### config.mk
export PLATFORM = sky130hd
export DESIGN_NAME = mul_14_share_arb
export DESIGN_NICKNAME = d
export VERILOG_FILES = /design/src/rtl/mul_share_pkg.sv /design/src/rtl/mul_share_rr_arb.sv /design/src/rtl/mul_14_share_arb.sv
export SDC_FILE = /design/constraint.sdc
export NUM_CORES = 1
export LEC_CHECK = 0
export ABC_AREA = 0
export CORE_ASPECT_RATIO = 0.8
export CORE_MARGIN = 1.5
export CORE_UTILIZATION = 25
export DETAILED_ROUTE_END_ITERATION = 6
export PLACE_DENSITY = 0.66
export SYNTH_ARGS = -nofsm -noshare
export SYNTH_HDL_FRONTEND = slang
export SYNTH_SLANG_ARGS = --single-unit
export TNS_END_PERCENT = 100
### constraint.sdc
create_clock -name clk -period 1.6 [get_ports clk]
set_input_delay 0.32 -clock clk [delete_from_list [all_inputs] [get_ports clk]]
set_output_delay 0.32 -clock clk [all_outputs]
set_load 0.02 [all_outputs]
### src/rtl/mul_share_pkg.sv
// Shared types and constants for the time-shared 14x14 multiplier controller.
// Round-robin arbitration is selected at build time with MUL_SHARE_RR_EN.
package mul_share_pkg;

    localparam int OP_W     = 14;
    localparam int PROD_W   = 27;
    localparam int NREQ_MAX = 8;
    localparam int ID_W     = $clog2(NREQ_MAX);

    typedef enum logic [1:0] {
        ST_IDLE  = 2'd0,
        ST_RUN   = 2'd1,
        ST_DRAIN = 2'd2
    } state_e;

    typedef struct packed {
        logic            valid;
        logic [ID_W-1:0] id;
    } tag_t;

endpackage

### src/rtl/mul_share_rr_arb.sv
// Single-grant arbiter for the shared multiplier. MUL_SHARE_RR_EN defined gives
// round-robin starting at a pointer; undefined gives fixed lowest-index priority.
module mul_share_rr_arb
    import mul_share_pkg::*;
#(
    parameter int NREQ = 4
) (
    input  logic            clk,
    input  logic            rst_n,
    input  logic            grant_en,
    input  logic [NREQ-1:0] req_valid,
    output logic [NREQ-1:0] gnt,
    output logic            gnt_vld,
    output logic [ID_W-1:0] gnt_id
);

`ifdef MUL_SHARE_RR_EN
    logic [ID_W-1:0] ptr_q, ptr_d;

    // Scan ranks k = 0..NREQ-1 away from the pointer; index i has rank k when
    // ptr+k wraps onto it. Constant indices keep the select lint-clean.
    always_comb begin
        gnt     = '0;
        gnt_vld = 1'b0;
        gnt_id  = '0;
        for (int k = 0; k < NREQ; k++) begin
            for (int i = 0; i < NREQ; i++) begin
                if (grant_en && !gnt_vld && req_valid[i] &&
                    ((int'(ptr_q) + k == i) || (int'(ptr_q) + k == i + NREQ))) begin
                    gnt[i]  = 1'b1;
                    gnt_vld = 1'b1;
                    gnt_id  = ID_W'(i);
                end
            end
        end
        ptr_d = ptr_q;
        if (gnt_vld) begin
            ptr_d = (gnt_id == ID_W'(NREQ - 1)) ? '0 : gnt_id + 1'b1;
        end
    end

    always_ff @(posedge clk or negedge rst_n) begin
        if (!rst_n) begin
            ptr_q <= '0;
        end else begin
            ptr_q <= ptr_d;
        end
    end
`else
    logic unused_clk_rst;
    assign unused_clk_rst = clk ^ rst_n;

    always_comb begin
        gnt     = '0;
        gnt_vld = 1'b0;
        gnt_id  = '0;
        for (int i = 0; i < NREQ; i++) begin
            if (grant_en && !gnt_vld && req_valid[i]) begin
                gnt[i]  = 1'b1;
                gnt_vld = 1'b1;
                gnt_id  = ID_W'(i);
            end
        end
    end
`endif

endmodule

### src/rtl/mul_14_share_arb.sv
// Time-shares one registered signed multiplier among NREQ requesters and routes
// each product back to its originator. Arbitration style set by MUL_SHARE_RR_EN.
module mul_14_share_arb
    import mul_share_pkg::*;
#(
    parameter int NREQ = 4,
    parameter int W    = OP_W,
    parameter int PW   = PROD_W,
    parameter int LAT  = 1
) (
    input  logic              clk,
    input  logic              rst_n,
    input  logic              en,
    input  logic [NREQ-1:0]   req_valid,
    output logic [NREQ-1:0]   req_ready,
    input  logic [NREQ*W-1:0] req_a,
    input  logic [NREQ*W-1:0] req_b,
    output logic              mul_en,
    output logic [W-1:0]      mul_a,
    output logic [W-1:0]      mul_b,
    input  logic [PW-1:0]     mul_p,
    output logic [NREQ-1:0]   rsp_valid,
    output logic [PW-1:0]     rsp_p,
    output logic              idle
);

    state_e          state_q, state_d;
    tag_t            tag_q [LAT+1];
    logic            grant_en, issue, in_flight;
    logic            mul_en_q, mul_en_d;
    logic [NREQ-1:0] gnt;
    logic [ID_W-1:0] gnt_id;
    logic [W-1:0]    mul_a_q, mul_b_q, sel_a, sel_b;
    logic [NREQ-1:0] rsp_valid_q, rsp_valid_d;
    logic [PW-1:0]   rsp_p_q;

    assign grant_en = (state_q == ST_RUN) && en;

    mul_share_rr_arb #(.NREQ(NREQ)) u_arb (
        .clk       (clk),
        .rst_n     (rst_n),
        .grant_en  (grant_en),
        .req_valid (req_valid),
        .gnt       (gnt),
        .gnt_vld   (issue),
        .gnt_id    (gnt_id)
    );

    always_comb begin
        in_flight = 1'b0;
        for (int k = 0; k <= LAT; k++) in_flight = in_flight | tag_q[k].valid;
        // Multiplier must be enabled in every cycle a tag occupies stages 0..LAT-1.
        mul_en_d = issue;
        for (int k = 0; k < LAT; k++) mul_en_d = mul_en_d | tag_q[k].valid;
        sel_a = mul_a_q;
        sel_b = mul_b_q;
        for (int i = 0; i < NREQ; i++) begin
            if (gnt[i]) begin
                sel_a = req_a[i*W +: W];
                sel_b = req_b[i*W +: W];
            end
        end
        for (int i = 0; i < NREQ; i++) begin
            rsp_valid_d[i] = tag_q[LAT].valid && (tag_q[LAT].id == ID_W'(i));
        end
    end

    always_comb begin
        state_d = state_q;
        case (state_q)
            ST_IDLE:  if (en) state_d = ST_RUN;
            ST_RUN:   if (!en) state_d = in_flight ? ST_DRAIN : ST_IDLE;
            ST_DRAIN: begin
                if (en)              state_d = ST_RUN;
                else if (!in_flight) state_d = ST_IDLE;
            end
            default:  state_d = ST_IDLE;
        endcase
    end

    always_ff @(posedge clk or negedge rst_n) begin
        if (!rst_n) begin
            state_q     <= ST_IDLE;
            mul_en_q    <= 1'b0;
            mul_a_q     <= '0;
            mul_b_q     <= '0;
            rsp_valid_q <= '0;
            rsp_p_q     <= '0;
            for (int k = 0; k <= LAT; k++) tag_q[k] <= '0;
        end else begin
            state_q     <= state_d;
            mul_en_q    <= mul_en_d;
            mul_a_q     <= sel_a;
            mul_b_q     <= sel_b;
            rsp_valid_q <= rsp_valid_d;
            if (tag_q[LAT].valid) rsp_p_q <= mul_p;
            tag_q[0] <= '{valid: issue, id: gnt_id};
            for (int k = 1; k <= LAT; k++) tag_q[k] <= tag_q[k-1];
        end
    end

    assign req_ready = gnt;
    assign mul_en    = mul_en_q;
    assign mul_a     = mul_a_q;
    assign mul_b     = mul_b_q;
    assign rsp_valid = rsp_valid_q;
    assign rsp_p     = rsp_p_q;
    assign idle      = (state_q == ST_IDLE);

endmodule

# Word level (Yosys, flattened, before mapping)
# Index checks and enable logic that the tools add are counted.
[word_totals]
wordCells = 63
output_inout_bits = 65
regBits = 70
[classes]
n_reduce_logical = 19
n_bitwise = 2
n_mux = 24
n_eq_ne = 8
[op_table]
columns = ["cell", "count"]
rows = [
  ["$mux 14", 8],
  ["$mux 2", 7],
  ["$logic_and 1x1->1", 12],
  ["$mux 1", 8],
  ["$eq 3x2->1 const B", 2],
  ["$pmux 2 s3", 1],
  ["$ne 2x2->1 const B", 2],
  ["$reduce_bool 4->1", 1],
  ["$eq 3x1->1 const B", 1],
  ["$logic_not 1->1", 3],
  ["$logic_not 3->1", 1],
  ["$ne 3x3->1 const B", 1],
  ["$reduce_and 3->1", 1],
  ["$eq 2x1->1 const B", 1],
  ["$eq 2x2->1 const B", 1],
  ["$logic_not 2->1", 1],
  ["$or 1x1->1", 2],
]

# Longest topological paths before layout
# Gate-level depths: netlist of run 1.
[depth]
ltp_word = 17
mapped_depth = 6
mapped_depth_nobuf = 3

# Hierarchy
# A second synthesis of run 1 with hierarchy kept.
[hier_totals]
hier_cells = 262
hier_area_um2 = 3255.6
[modules_own_cells]
columns = ["mod", "cells_each", "seq_area_each_um2", "area_per_inst_um2", "n_inst"]
rows = [
  ["mul_14_share_arb", 247, 1751.7, 3170.5, 1],
  ["mul_share_rr_arb", 15, 0.0, 85.1, 1],
]

# Least setup slack after synthesis of run 1
# Ideal clock, no wire load.
[synth_timing]
kind = "register -> output"
start = "register state_q[1]"
end = "output req_ready[2]"
n_path_buf = 2
t_arrival_ns = 1.252
slack_ns = 0.028
stages_incl_launch_ff = 6
path_cell_list = "dfrtp_1 -> and3b_1 -> buf_2 -> buf_4 -> nand2_1 -> nor2_1"
[synth_via]
elab_chain_cells = 12
[synth_rtl]
columns = ["element", "line", "rtl"]
rows = [
  ["start, declared", "mul_14_share_arb.sv:27", "state_e state_q, state_d;"],
  ["start signal, assigned", "mul_14_share_arb.sv:91", "state_q <= state_d;"],
  ["$eq 2x1->1 *", "mul_14_share_arb.sv:37", "assign grant_en = (state_q == ST_RUN) && en;"],
  ["$logic_and 1x1->1 *", "mul_14_share_arb.sv:37", ""],
  ["$logic_and 1x1->1", "mul_share_rr_arb.sv:58", "if (grant_en && !gnt_vld && req_valid[i]) begin"],
  ["$mux 1", "mul_share_rr_arb.sv:58", ""],
  ["$logic_not 1->1", "mul_share_rr_arb.sv:58", ""],
  ["$logic_and 1x1->1 (2 in a row)", "mul_share_rr_arb.sv:58", ""],
  ["$mux 1", "mul_share_rr_arb.sv:58", ""],
  ["$logic_not 1->1", "mul_share_rr_arb.sv:58", ""],
  ["$logic_and 1x1->1 * (2 in a row)", "mul_share_rr_arb.sv:58", ""],
  ["$mux 1 *", "mul_share_rr_arb.sv:58", ""],
  ["end, declared", "mul_14_share_arb.sv:15", "output logic [NREQ-1:0] req_ready,"],
]
# Mark *: on every way between the ends. The rest lies on a longest branch, timed or not.

# Final worst setup path of run 1
[layout_timing]
start = "register state_q[1]"
end = "output req_ready[3]"
[layout_via]
elab_chain_cells = 16
[layout_rtl]
columns = ["element", "line"]
rows = [
  ["$eq 2x1->1 *", "mul_14_share_arb.sv:37"],
  ["$logic_and 1x1->1 *", "mul_14_share_arb.sv:37"],
  ["$logic_and 1x1->1", "mul_share_rr_arb.sv:58"],
  ["$mux 1", "mul_share_rr_arb.sv:58"],
  ["$logic_not 1->1", "mul_share_rr_arb.sv:58"],
  ["$logic_and 1x1->1 (2 in a row)", "mul_share_rr_arb.sv:58"],
  ["$mux 1", "mul_share_rr_arb.sv:58"],
  ["$logic_not 1->1", "mul_share_rr_arb.sv:58"],
  ["$logic_and 1x1->1 (2 in a row)", "mul_share_rr_arb.sv:58"],
  ["$mux 1", "mul_share_rr_arb.sv:58"],
  ["$logic_not 1->1", "mul_share_rr_arb.sv:58"],
  ["$logic_and 1x1->1 * (2 in a row)", "mul_share_rr_arb.sv:58"],
  ["$mux 1 *", "mul_share_rr_arb.sv:58"],
]
# Marked as above.

==> results_dict.tcl, run 1 <==
set metrics [dict create \
    clkLatencyLatePin_ns 0.33 \
    synth_edf_count 0 \
    crit_chain "and3b_2, and3_4, buf_6" \
    port_buffers 210 \
    status "complete, but fails checks" \
    period_share 1.06 \
    start_kind "flop" \
    required_ns 1.28 \
    fin_ws_ns -0.0891 \
    fmax_mhz 592 \
    critPathTopFamily "simple AND/OR/NAND/NOR gates" \
    via_per_inst 4.85 \
    core_area_mm2 0.0144 \
    synth_top_family_by_area "compound AO/OA/AOI/OAI gates" \
    synth_fa_ha_area_frac 0 \
    maxSlewHeadroom 0.642 \
    final_area_mm2 0.00633 \
    dp_hpwl_mm 9.02 \
    p_per_area_mw_per_mm2 989 \
    reg2reg_to "mul_b[10]" \
    first_global_vias 3707 \
    criticalPathCategory "reg2out" \
    min_to "tag_q[4]" \
    clockRootBuffer "clkbuf_16" \
    place_area_mm2 0.00606 \
    fin_nets 684 \
    hold_depth 2 \
    yosysUniqueCellTypes 29 \
    drv_cap 0 \
    clock-sinks 68 \
    grt_usage 0.159 \
    synth-xor-area-share 0.00235 \
    synth_warnings 0 \
    tns_ns -0.256 \
    skew_ns 0.00402 \
    path_buf_inv 1 \
    clk_pin_slew_ns 0.06 \
    chipHeight_um 112 \
    wire_per_inst_um 16.8 \
    cts_tree "built" \
    finalCriticalPeriod_ns 1.69 \
    netlist_instances 326 \
    hold_start "req_valid[0]" \
    initialDrtViolationCount 252 \
    syn_nets 472 \
    regToRegSetupSlack_ns 0.08 \
    hold_viol_final 0 \
    r2r_start "state_q[1]" \
    vias 3525 \
    slowest_delay_ns 0.37 \
    yosys_register_bits 68 \
    avgSynthCellArea_um2 11.4 \
    gp_congestion 0.739 \
    fin_util 0.438 \
    pin_count 211 \
    dieArea_mm2 0.0157 \
    synthesis.area_mm2 0.00373 \
    async_reset_ff_frac 1.00 \
    antenna_cells 0 \
    hold_class "in2reg" \
    cts_max_level 3 \
    wl_mm 12.2 \
    synth_compound_area_frac 0.242 \
    rows 39 \
    die_w_um 140 \
    initial_core_util 0.258 \
    violations "DRC, setup timing" \
    reg2reg_depth 4 \
    ir_worst_vdd_v 0.000388 \
    crit_arrival_ns 1.37 \
    whs_ns 0.294 \
    crit_path_end_kind "output port" \
    first_pass_iters 7 \
    clockBufferDepth 2 \
    critPathMaxFanout 7 \
    power.leakage_nw 2.67 \
    post-place-ws_ns -0.686 \
    crit_slowest_cell "dfrtp_1" \
    worst_slew_pin_slew_ns 0.537 \
    setup_viol 4 \
    slew_violations 0 \
    synth.mux.area_fraction 0.0815 \
    grt_pass1_wl_mm 19.6 \
    syn_to_final_growth_pct 69.7 \
    drcViolationCount 16 \
    synth-simple-area-share 0.156 \
    rsz0062_at_grt "yes" \
    drive_above_1_share 0.162 \
    synth_flop_cell "dfrtp_1" \
    ant_nets 0 \
    synth_seq_area_share 0.456 \
    cts_buffers 9 \
    antenna_found_initial 0 \
    grt_max_degree 69 \
    grt_overflow_total 0 \
]
-- stage by stage --
stage | power, mW | cells
after floorplan | 3.34 | 326
after global placement | 4.51 | 708
after detailed placement | 4.56 | 708
after CTS | 6.37 | 727
after global routing | 6.62 | 727
final | 6.26 | 727
-- cells by family after synthesis --
family | count (synthesis)
flip-flops | 68
multiplexers | 27
AO/OA/AOI/OAI | 88
XOR/XNOR | 1
buffers and inverters | 38
AND/OR/NAND/NOR | 104
-- power by group --
group,switching [mW],internal (mW)
Combinational,1.05,1.03
Sequential,0.192,2.03
Clock,0.747,1.21
-- synthesized netlist by cell type (4+ instances only) --
master | count | area share
a221oi_2 | 28 | 0.11
buf_4 | 6 | 0.012
buf_6 | 4 | 0.012
o22ai_1 | 28 | 0.047
dfrtp_1 | 68 | 0.46
nor2_1 | 32 | 0.032
mux2_1 | 25 | 0.076
a222oi_1 | 28 | 0.075
nand2b_1 | 56 | 0.094
clkbuf_1 | 6 | 0.0060
buf_2 | 19 | 0.026
-- worst max path at each step --
stage	from	endpoint	slack [ns]	cells after the start
after floorplan	state_q[1]	req_ready[2]	0.03	5
after global placement	en	req_ready[2]	-0.63	5
after detailed placement	req_valid[0]	req_ready[3]	-0.69	4
after CTS	state_q[1]	req_ready[2]	-0.12	4
after global routing	state_q[1]	req_ready[3]	-0.14	3
final	state_q[1]	req_ready[3]	-0.09	3
-- per-layer routing --
layer  vias to the layer above  part of all wire  GRT usage
li1                       1676                 -          -
met1                      1664              0.41      0.190
met2                       171              0.48      0.276
met3                        14             0.088     0.0491
met4                         0             0.017     0.0491
met5                         -                 0          0
-- registers in the layout (all words and copies together) (netlist names) --
| name | count |
|---|---|
| mul_en | 1 |
| mul_b | 14 |
| rsp_p | 27 |
| state_q | 2 |
| mul_a | 14 |
| rsp_valid | 4 |
| tag_q | 6 |
-- worst reg2reg max path, delay by kind of cell (launching register included) --
family,cells,cell delay [ns]
AO/OA/AOI/OAI,1,0.18
AND/OR/NAND/NOR,2,0.47
flip-flops,1,0.37
buffers and inverters,1,0.41
-- area by class of cell --
class	instances	area, um2
Timing Repair Buffer	237	2280
Fill cell	1385	8120
Clock inverter	6	63.8
Clock buffer	10	229
Multi-Input combinational cell	220	1820
Sequential cell	68	1700
Tap cell	184	230
Inverter	2	7.51
-- cell usage in the layout, fill, tap and decap left out, types with 2 or more instances in the layout --
cell             Yosys  final
mux2_1              25     25
clkdlybuf4s50_1      0    139
o22ai_1             28     28
nor2_1              32     31
nor2_2               1      2
clkbuf_16            0      9
buf_6                4      5
a222oi_1            28     28
clkinv_2             0      2
buf_4                6     23
mux2_2               2      2
a221oi_2            28     28
buf_12               0      3
a21oi_1              2      2
nor3_1               2      2
clkinvlp_4           0      2
buf_2               19      2
nand2b_1            56     56
dfrtp_1             68     68
dlygate4sd2_1        0     57
inv_1                2      2
dlymetal6s2s_1       0      6
-- what timing repair did --
action / 4_1_cts / 5_1_grt
pin swaps: 5 / 3
resized for setup: 89 / 10
setup endpoints to repair: 88 / 21
hold buffers: 1 / 0
setup buffers: 3 / 0
hold endpoints to repair: 5 / 0
gates cloned: 0 / 0
Power figures use the tool's default switching activity.
==> inputs of run 2 (changes only) <==
==> constraint.sdc (replaced) <==
create_clock -name clk -period 1.6 [get_ports clk]
set_input_delay 0.16 -clock clk [delete_from_list [all_inputs] [get_ports clk]]
set_output_delay 0.16 -clock clk [all_outputs]
set_load 0.02 [all_outputs]
==> results_dict.tcl, run 2 (synthesized netlist as in run 1, its figures left out) <==
set metrics [dict create \
    antenna_found_initial 0 \
    drive_above_1_share 0.161 \
    pin_count 211 \
    vias 3586 \
    whs_ns 0.344 \
    drv_cap 0 \
    finalCriticalPeriod_ns 1.54 \
    wire_per_inst_um 16.8 \
    critPathTopFamily "simple AND/OR/NAND/NOR gates" \
    power.leakage_nw 2.58 \
    die_w_um 140 \
    hold_viol_final 0 \
    drcViolationCount 16 \
    grt_usage 0.159 \
    setup_viol 0 \
    finalPower_mw 6.64 \
    crit_path_end_kind "output port" \
    largest_reg_flops 27 \
    grt_max_degree 59 \
    layout_common_cells "202 x clkdlybuf4s50_1, 68 x dfrtp_1, 56 x nand2b_1, 31 x nor2_1" \
    syn_to_final_growth_pct 73.4 \
    slew_violations 0 \
    antenna_cells 0 \
    cts_tree "built" \
    start_kind "flop" \
    ir_worst_vdd_v 0.000391 \
    first_global_vias 3737 \
    period_share 0.959 \
    crit_arrival_ns 1.38 \
    gp_congestion 0.754 \
    grt_overflow_total 0 \
    fin_nets 688 \
    final_common_cell "clkdlybuf4s50_1" \
    violations "DRC" \
    critPathMaxFanout 7 \
    crit_chain "and3b_2, and3_1, buf_2" \
    maxSlewHeadroom 0.682 \
    initial_core_util 0.258 \
    core_area_mm2 0.0144 \
    criticalPathCategory "reg2out" \
    clockBufferDepth 2 \
    cts_buffers 9 \
    dp_hpwl_mm 9.32 \
    p_per_area_mw_per_mm2 1030 \
    worst_slew_pin_slew_ns 0.477 \
    via_per_inst 4.91 \
    clockRootBuffer "clkbuf_16" \
    layoutNonFillerInstCount 730 \
    slowest_delay_ns 0.39 \
    initialDrtViolationCount 276 \
    rows 39 \
    crit_slowest_cell "dfrtp_1" \
    final_area_mm2 0.00647 \
    clk_pin_slew_ns 0.06 \
    cts_max_level 3 \
    place_inst 712 \
    status "complete, but fails checks" \
    grt_pass1_wl_mm 19.6 \
    fmax_mhz 651 \
    ant_nets 0 \
    clock-sinks 68 \
    hold_class "in2async" \
    clkLatencyLatePin_ns 0.32 \
    dieArea_mm2 0.0157 \
    port_buffers 210 \
    first_pass_iters 7 \
    path_buf_inv 1 \
    skew_ns 0.00499 \
    place_area_mm2 0.00611 \
    chipHeight_um 112 \
    wl_mm 12.3 \
    required_ns 1.44 \
]
run 2: changes by cell type in the layout (fill, tap and decap cells not counted), sizes merged:
cell and delta:
bufinv +1, dlygate4sd2 -56, clkdlybuf4s50 +63, inv -1, clkinvlp -1, clkinv +1
dlymetal6s2s -5, buf +3, clkbuf -2
run 2: worst reg2reg max path, delay by kind of cell (launching register included):
kind | cells | cell delay [ns]
buffers and inverters | 2 | 0.41
AOI/OAI and AO/OA | 1 | 0.18
DFF | 1 | 0.39
and+or+nand+nor | 2 | 0.43
run 2: final cells by class:
cell class | count | area [um2]
Clock buffer | 9 | 225
Sequential cell | 68 | 1700
Timing Repair Buffer | 241 | 2400
Inverter | 2 | 7.51
Clock inverter | 6 | 90.1
Multi-Input combinational cell | 220 | 1810
Fill cell | 1325 | 7980
Tap cell | 184 | 230
run 2: power by group:
part / switching, mW / total (mW) / internal (mW)
clock network: 0.732 / 2.09 / 1.36
logic: 1.05 / 2.30 / 1.26
registers: 0.210 / 2.24 / 2.03
run 2: repair_timing:
item	CTS	global route
gates resized for setup	22	7
buffers inserted	2	0
endpoints found under the setup margin	6	9
hold buffers	1	0
endpoints found under the hold margin	32	0
run 2: metal layers:
metal | global-route usage | up-vias | routed length, um
met1 | 0.191 | 1696 | 4970
li1 | - | 1682 | -
met5 | 0 | - | 0
met3 | 0.0576 | 13 | 1300
met4 | 0.0435 | 0 | 111
met2 | 0.269 | 195 | 5900
run 2: stage by stage:
step | setup WS, ns | setup TNS, ns | util
4_1_cts | 0.0125 | 0 | 0.446
3_5_place_dp | -0.385 | -8.10 | 0.423
3_3_place_gp | -0.334 | -7.41 | 0.423
6_report | 0.0649 | 0 | 0.448
2_1_floorplan | 0.188 | 0 | -
5_1_grt | -0.000204 | -0.000204 | 0.448
run 2: worst paths after layout:
check	start	end	slack [ns]	depth (start not counted)
min reg2reg	tag_q[4]	tag_q[0]	0.35	0
min in group clk	tag_q[4]	tag_q[0]	0.35	0
max	state_q[1]	req_ready[3]	0.06	3
max in group asynchronous	rst_n	rsp_valid[3]	0.70	3
max reg2reg	state_q[1]	mul_b[9]	0.10	5
min	rst_n	rsp_p[4]	0.34	2
==> inputs of run 3 (changes only) <==
==> constraint.sdc (replaced) <==
create_clock -name clk -period 1.7 [get_ports clk]
set_input_delay 0.17 -clock clk [delete_from_list [all_inputs] [get_ports clk]]
set_output_delay 0.17 -clock clk [all_outputs]
set_load 0.02 [all_outputs]
==> results_dict.tcl, run 3 (synthesized netlist as in run 1, its figures left out) <==
set metrics [dict create \
    status "complete, but fails checks" \
    violations "DRC" \
    grt_overflow_total 0 \
    criticalPathCategory "reg2out" \
    dp_hpwl_mm 9.09 \
    dieArea_mm2 0.0157 \
    fin_util 0.451 \
    layout_common_cells "203 x clkdlybuf4s50_1, 68 x dfrtp_1, 56 x nand2b_1, 32 x nor2_1, 29 x buf_4" \
    p_per_area_mw_per_mm2 1010 \
    regToRegSetupSlack_ns 0.12 \
    crit_path_end_kind "output port" \
    layoutNonFillerInstCount 733 \
    grt_util_met2 0.267 \
    die_w_um 140 \
    grt_usage 0.156 \
    ir_worst_vdd_v 0.000423 \
    grt_max_degree 37 \
    clockRootBuffer "clkbuf_16" \
    ant_nets 0 \
    worst_slew_pin_slew_ns 0.521 \
    clkLatencyLatePin_ns 0.33 \
    setup_viol 0 \
    grt_util_met3 0.0508 \
    gp_congestion 0.726 \
    port_buffers 210 \
    crit_arrival_ns 1.47 \
    clk_pin_slew_ns 0.05 \
    reg2reg_to "mul_a[5]" \
    start_kind "flop" \
    reg2reg_depth 5 \
    wl_mm 12.1 \
    post-place-ws_ns -0.268 \
    whs_ns 0.351 \
    largest_reg_flops 27 \
    hold_viol_final 0 \
    power.leakage_nw 2.60 \
    chipHeight_um 112 \
    vias 3581 \
    finalCriticalPeriod_ns 1.64 \
    clock-sinks 68 \
    initial_core_util 0.258 \
    initialDrtViolationCount 202 \
    drv_cap 0 \
    rows 39 \
    fmax_mhz 611 \
    first_pass_iters 7 \
    critPathMaxFanout 7 \
    required_ns 1.53 \
    drive_above_1_share 0.162 \
    syn_to_final_growth_pct 74.7 \
    cts_tree "built" \
    grt-busiest-layer "met2" \
    finalPower_mw 6.55 \
    min_to "tag_q[0]" \
    wire_per_inst_um 16.6 \
    final_area_mm2 0.00651 \
    fin_nets 691 \
    slew_violations 0 \
    antenna_found_initial 0 \
    via_per_inst 4.89 \
    r2r_start "state_q[1]" \
    period_share 0.963 \
    use_met1 0.187 \
    maxSlewHeadroom 0.653 \
    grt_pass1_wl_mm 19.1 \
    final_common_cell "clkdlybuf4s50_1" \
    core_area_mm2 0.0144 \
    hold_depth 0 \
    cts_max_level 3 \
    place_area_mm2 0.00613 \
    hold_start "tag_q[4]" \
    place_inst 714 \
    drcViolationCount 16 \
    cts_buffers 9 \
    fin_ws_ns 0.0624 \
    antenna_cells 0 \
    rsz0062_at_grt "no" \
    skew_ns 0.00389 \
    pin_count 211 \
    clockBufferDepth 2 \
    first_global_vias 3608 \
    tns_ns 0 \
    hold_class "reg2reg" \
]
[run 3: critical path, stage by stage, from the launching register on]
cell and delay [ns]:
dfrtp_1 0.37, and3b_2 0.31, and3_1 0.18, clkdlybuf4s15_2 0.28
[run 3: final cells by class]
cell class / count / area, um2
Timing Repair Buffer: 244 / 2410
Sequential cell: 68 / 1700
Multi-Input combinational cell: 220 / 1800
Clock buffer: 9 / 225
Clock inverter: 6 / 138
Tap cell: 184 / 230
Inverter: 2 / 7.51
Fill cell: 1329 / 7930
[run 3: worst max-delay path by stage]
stage | slack (ns) | depth (start not counted) | to | start
final | 0.06 | 3 | req_ready[3] | state_q[1]
after global routing | 0.0004 | 3 | req_ready[3] | state_q[1]
after CTS | 0.0004 | 3 | req_ready[1] | state_q[1]
after detailed placement | -0.27 | 4 | req_ready[3] | en
after global placement | -0.25 | 4 | req_ready[3] | en
after floorplan | 0.28 | 5 | req_ready[2] | state_q[1]
[run 3: power breakdown]
| group | internal (mW) | switching (mW) | total [mW] |
|---|---|---|---|
| Combinational | 1.18 | 0.988 | 2.17 |
| Sequential | 1.91 | 0.192 | 2.11 |
| Clock | 1.58 | 0.695 | 2.27 |
[run 3: metal layers]
metal / vias up / part of all wire
met5: - / 0
met4: 0 / 0.014
met3: 11 / 0.093
met2: 184 / 0.48
met1: 1694 / 0.42
li1: 1692 / -
[run 3: timing repair]
item / in CTS / in global routing
buffers inserted: 3 / 0
endpoints found under the hold margin: 32 / 0
hold buffers: 1 / 0
resized for setup: 11 / 3
setup endpoints to repair: 5 / 2
